--- config.mk ---
export PLATFORM = sky130hd
export DESIGN_NAME = data_mem
export DESIGN_NICKNAME = d
export VERILOG_FILES = /design/src/rtl/data_mem.sv
export SDC_FILE = /design/constraint.sdc
export NUM_CORES = 2
export LEC_CHECK = 0
export CELL_PAD_IN_SITES_DETAIL_PLACEMENT = 0
export CELL_PAD_IN_SITES_GLOBAL_PLACEMENT = 1
export CORE_MARGIN = 1
export CORE_UTILIZATION = 51
export CTS_CLUSTER_SIZE = 28
export DETAILED_ROUTE_END_ITERATION = 10
export PLACE_DENSITY = 0.85
export SLEW_MARGIN = 20
export SYNTH_ARGS = -nofsm -noshare
export SYNTH_HDL_FRONTEND = slang
export SYNTH_SLANG_ARGS = --single-unit
--- constraint.sdc ---
create_clock -name clk -period 5.2 [get_ports clk]
set_input_delay 1.3 -clock clk [delete_from_list [all_inputs] [get_ports clk]]
set_output_delay 1.3 -clock clk [all_outputs]
set_load 0.02 [all_outputs]
--- src/rtl/data_mem.sv ---
// data_mem: dual-port synchronous data memory with byte enables,
// write-first bypass and a sequential clear sequencer.
module data_mem #(
    parameter int                AWIDTH   = 8,
    parameter int                DWIDTH   = 16,
    parameter logic [DWIDTH-1:0] INIT_VAL = {DWIDTH{1'b1}}
) (
    input  logic                  clk,
    input  logic                  rst,
    input  logic                  i_rd,
    input  logic                  i_wr,
    input  logic [AWIDTH-1:0]     i_raddr,
    input  logic [AWIDTH-1:0]     i_waddr,
    input  logic [DWIDTH-1:0]     i_wdata,
    input  logic [DWIDTH/8-1:0]   i_be,
    input  logic                  i_clr,
    output logic [DWIDTH-1:0]     o_rdata,
    output logic                  o_rvalid,
    output logic                  o_busy
);

    localparam int NB    = DWIDTH / 8;
    localparam int DEPTH = 1 << AWIDTH;

    typedef enum logic {
        CLEAR,
        IDLE
    } state_t;

    state_t             state;
    logic [AWIDTH-1:0]  cnt;
    logic [DWIDTH-1:0]  mem [DEPTH];
    logic [DWIDTH-1:0]  rd_word;

    // Write-first: enabled bytes of a same-address write override the old word
    always_comb begin
        rd_word = mem[i_raddr];
        if (i_wr && (i_waddr == i_raddr)) begin
            for (int k = 0; k < NB; k++) begin
                if (i_be[k]) begin
                    rd_word[8*k +: 8] = i_wdata[8*k +: 8];
                end
            end
        end
    end

    // Array has no reset; writes are suppressed while rst is held low
    always_ff @(posedge clk) begin
        if (rst) begin
            if (state == CLEAR) begin
                mem[cnt] <= INIT_VAL;
            end else if (i_wr) begin
                for (int k = 0; k < NB; k++) begin
                    if (i_be[k]) begin
                        mem[i_waddr][8*k +: 8] <= i_wdata[8*k +: 8];
                    end
                end
            end
        end
    end

    always_ff @(posedge clk or negedge rst) begin
        if (!rst) begin
            state    <= CLEAR;
            cnt      <= '0;
            o_busy   <= 1'b1;
            o_rdata  <= '0;
            o_rvalid <= 1'b0;
        end else begin
            unique case (state)
                CLEAR: begin
                    o_rdata  <= '0;
                    o_rvalid <= 1'b0;
                    cnt      <= cnt + 1'b1;
                    if (cnt == {AWIDTH{1'b1}}) begin
                        state  <= IDLE;
                        o_busy <= 1'b0;
                    end
                end
                IDLE: begin
                    o_rvalid <= i_rd;
                    o_rdata  <= i_rd ? rd_word : '0;
                    if (i_clr) begin
                        state  <= CLEAR;
                        cnt    <= '0;
                        o_busy <= 1'b1;
                    end
                end
                default: begin
                    state <= CLEAR;
                    cnt   <= '0;
                end
            endcase
        end
    end

endmodule
==> qor.csv <==
stage,metric,value,unit
synth,Synth Register Bits,4123,
setup_path,crit-path max cell delay,0.85,ns
route,DRC,0,
run_status,status,"complete, no violations",
placement,dpl hpwl,292,mm
synth,synth unique cells,91,
clock_network,Clock Sinks,4123,
sta,worst slew pin tran,1.28,ns
setup_path,"Req. time, crit path",5.73,ns
global_routing,largest net degree at the start of global routing,169,
synth,Post-Syn Area per Cell,20.7,um^2
job,max-capacitance violation count,0,
cells_and_area,Final #Nets,8420,
sta,achievable frequency,224,MHz
die,Die ar.,0.319,mm^2
sta,final worst setup slack,0.727,ns
synth,register area share after synthesis,0.765,
synth,top_reg_cell synth,edfxtp_1,
setup_path,Worst Path Arrival,5.00,ns
synth,ys async rst share,0.00655,
cells_and_area,share of layout cells above drive strength 1,0.236,
clock_network,Worst-Skew Late Latency,0.95,ns
global_routing,vias in the first global route,85700,
synth,area share of the largest cell type after synthesis,0.761,
sta,clock skew,0.0538,ns
route,Routed Antenna Nets,0,
clock_network,Post-CTS Setup Inserts,0,
die,initial core utilization,0.513,
clock_network,clk root buf,clkbuf_16,
power,Leak Pwr,64.0,nW
placement,I/O Buffers,56,
clock_network,clk slew on worst S/H paths,0.06,ns
synth,Synth Net Count,7842,
route,drt first pass iters,6,
global_routing,gr ovfl total,0,
route,1st-iter DRT viols,14000,
die,core area,0.315,mm^2
synth,most instantiated cells after synthesis,"4096 x edfxtp_1, 779 x mux4_2, 592 x nor2_1, 492 x mux2i_1, 264 x nand2_1",
power,power consumption,69.3,mW
sta,RSZ-0062 raised after global routing,false,
setup_path,CP Capture Type,flop,
global_routing,Total Routing Usage GR,0.288,
placement,placed cell count,12100,
sta,Final setup violation count,0,
synth,leading post-synthesis cells by cell area,"edfxtp_1 76%, mux4_2 11%, mux2i_1 3.0%",
die,die width,565,um
sta,Final Critical Period,4.47,ns
synth,largest area contributor in the netlist,edfxtp_1,
die,# IOs,57,
cells_and_area,Finished Layout Cells,12900,
synth,cell count after synthesis,7802,
synth,Synthesis Warnings,0,
route,routed via count,86200,
sta,Slew HR,0.137,
route,drt wl/cell,35.8,um
setup_path,most prevalent standard cell on the critical path,nand2_1,
setup_path,CP Cell Sequence,clkdlybuf4s50_1 > o2111a_4 > nand3b_1 > nand2_1 > nor2b_1 > buf_4 > nand2_1 > nor2_1,
hold_path,Hold/Removal Path Class,in -> async,
clock_network,"Hold-fix buffers, CTS",0,
die,Die Span Y,565,um
sta,Final Max Slew Viols,0,
setup_path,Worst setup SP type,input pin,
global_routing,global-route wire length before repair,644,mm
sta,Hold Fails Final Rpt,0,
setup_path,critical path class,in -> reg,
placement,DP Worst Slack,-0.0817,ns
clock_network,clk buf depth,4,
route,Via density,6.69,
sta,"Period Utilization, post-route",0.860,
setup_path,CP max-delay cell,nor2_1,
cells_and_area,area delta synth->final,12.8,%
route,Post-Route WL,461,mm
clock_network,post_cts resized,0,
sta,hold_ws,0.339,ns
die,FP Rows,206,
synth,"Cell Area, Synth",0.162,mm^2
clock_network,CTS buffer count,391,
placement,GP Congestion,0.958,
power,Power Density,380,mW/mm^2
setup_path,"Max FO, Critical Path",20,
synth,most used standard cell by instance count after synthesis,edfxtp_1,
clock_network,CTS tree,yes,
synth,number of synthesized flops with an enable pin,4096,
clock_network,CTS H-tree lvls,5,
power,Max VDD drop,339,uV
global_routing,initial antenna violation count,28,
## cell type report
type / count / area [um^2]
clock buffer: 469 / 10200
fill: 21700 / 133000
timing repair buffer: 672 / 6410
sequential: 4123 / 124000
clock inverter: 238 / 2290
tap: 4160 / 5200
inverter: 8 / 42.5
antenna: 30 / 75.1
multi-input combinational: 3184 / 34500
## where the power goes
group	switching (mW)	internal (mW)	total (mW)
clock	12.3	15.8	28.1
sequential	0.151	36.4	36.6
combinational	3.27	1.37	4.64
total	15.8	53.6	69.3
## final timing paths
kind | start | endpoint | slack (ns) | depth (start not counted)
max in group asynchronous | rst | o_busy | 4.03 | 2
worst min-delay path | rst | o_rdata[14] | 0.34 | 1
worst min register to register | o_busy | o_busy | 0.56 | 2
worst max register to register | state | mem[75][1] | 1.17 | 7
worst max-delay path | i_be[1] | mem[75][1] | 0.73 | 8
min in group clk | o_busy | o_busy | 0.56 | 2
## cells in the final DEF, fill, tap and decap left out, drive strengths merged, types with 30 or more instances in the layout
| cell | instances |
|---|---|
| diode | 30 |
| a221oi | 36 |
| a21oi | 73 |
| o22ai | 156 |
| o21ai | 83 |
| buf | 621 |
| clkinv | 172 |
| clkdlybuf4s50 | 51 |
| o221ai | 66 |
| nand3 | 58 |
| mux4 | 842 |
| nor3 | 42 |
| nand2 | 264 |
| mux2i | 492 |
| edfxtp | 4096 |
| clkbuf | 469 |
| nand4 | 31 |
| nor2 | 592 |
| a22oi | 56 |
| a211oi | 44 |
| bufinv | 36 |
| a2111oi | 36 |
## routing by layer
metal,wire length [um],up-vias,track usage
li1,-,33600,-
met1,154000,44400,0.372
met2,210000,6808,0.437
met3,63000,1370,0.0776
met4,33200,8,0.178
met5,59,-,0
## critical path: cells and delay by family
| kind | cells | cell delay [ns] |
|---|---|---|
| AO/OA/AOI/OAI | 1 | 0.44 |
| AND/OR/NAND/NOR | 5 | 2.18 |
| buffers and inverters | 2 | 1.05 |
## kinds of logic after synthesis
family	count (synthesis)	share of synthesized area
AOI/OAI and AO/OA	685	0.0302
xor gates and xnor gates	11	0.000596
adders and majority gates	1	0.0000774
buffers and inverters	495	0.0229
DFF	4123	0.765
muxes	1353	0.151
and+or+nand+nor	1134	0.0305
## stage by stage
step / cell area (um^2) / setup TNS (ns) / utilization
after global routing: 182000 / 0 / 0.579
after CTS: 182000 / 0 / 0.578
final: 182000 / 0 / 0.579
after floorplan: 162000 / -3716.42 / -
after global placement: 170000 / -0.766 / 0.539
after detailed placement: 170000 / -5.82 / 0.539
## registers in the layout, indices dropped and copies added, names as in the netlist
signal    cells
mem        4096
o_rdata      16
cnt           8
o_busy        1
o_rvalid      1
state         1
Note: power is estimated with default switching activity, not from simulation.
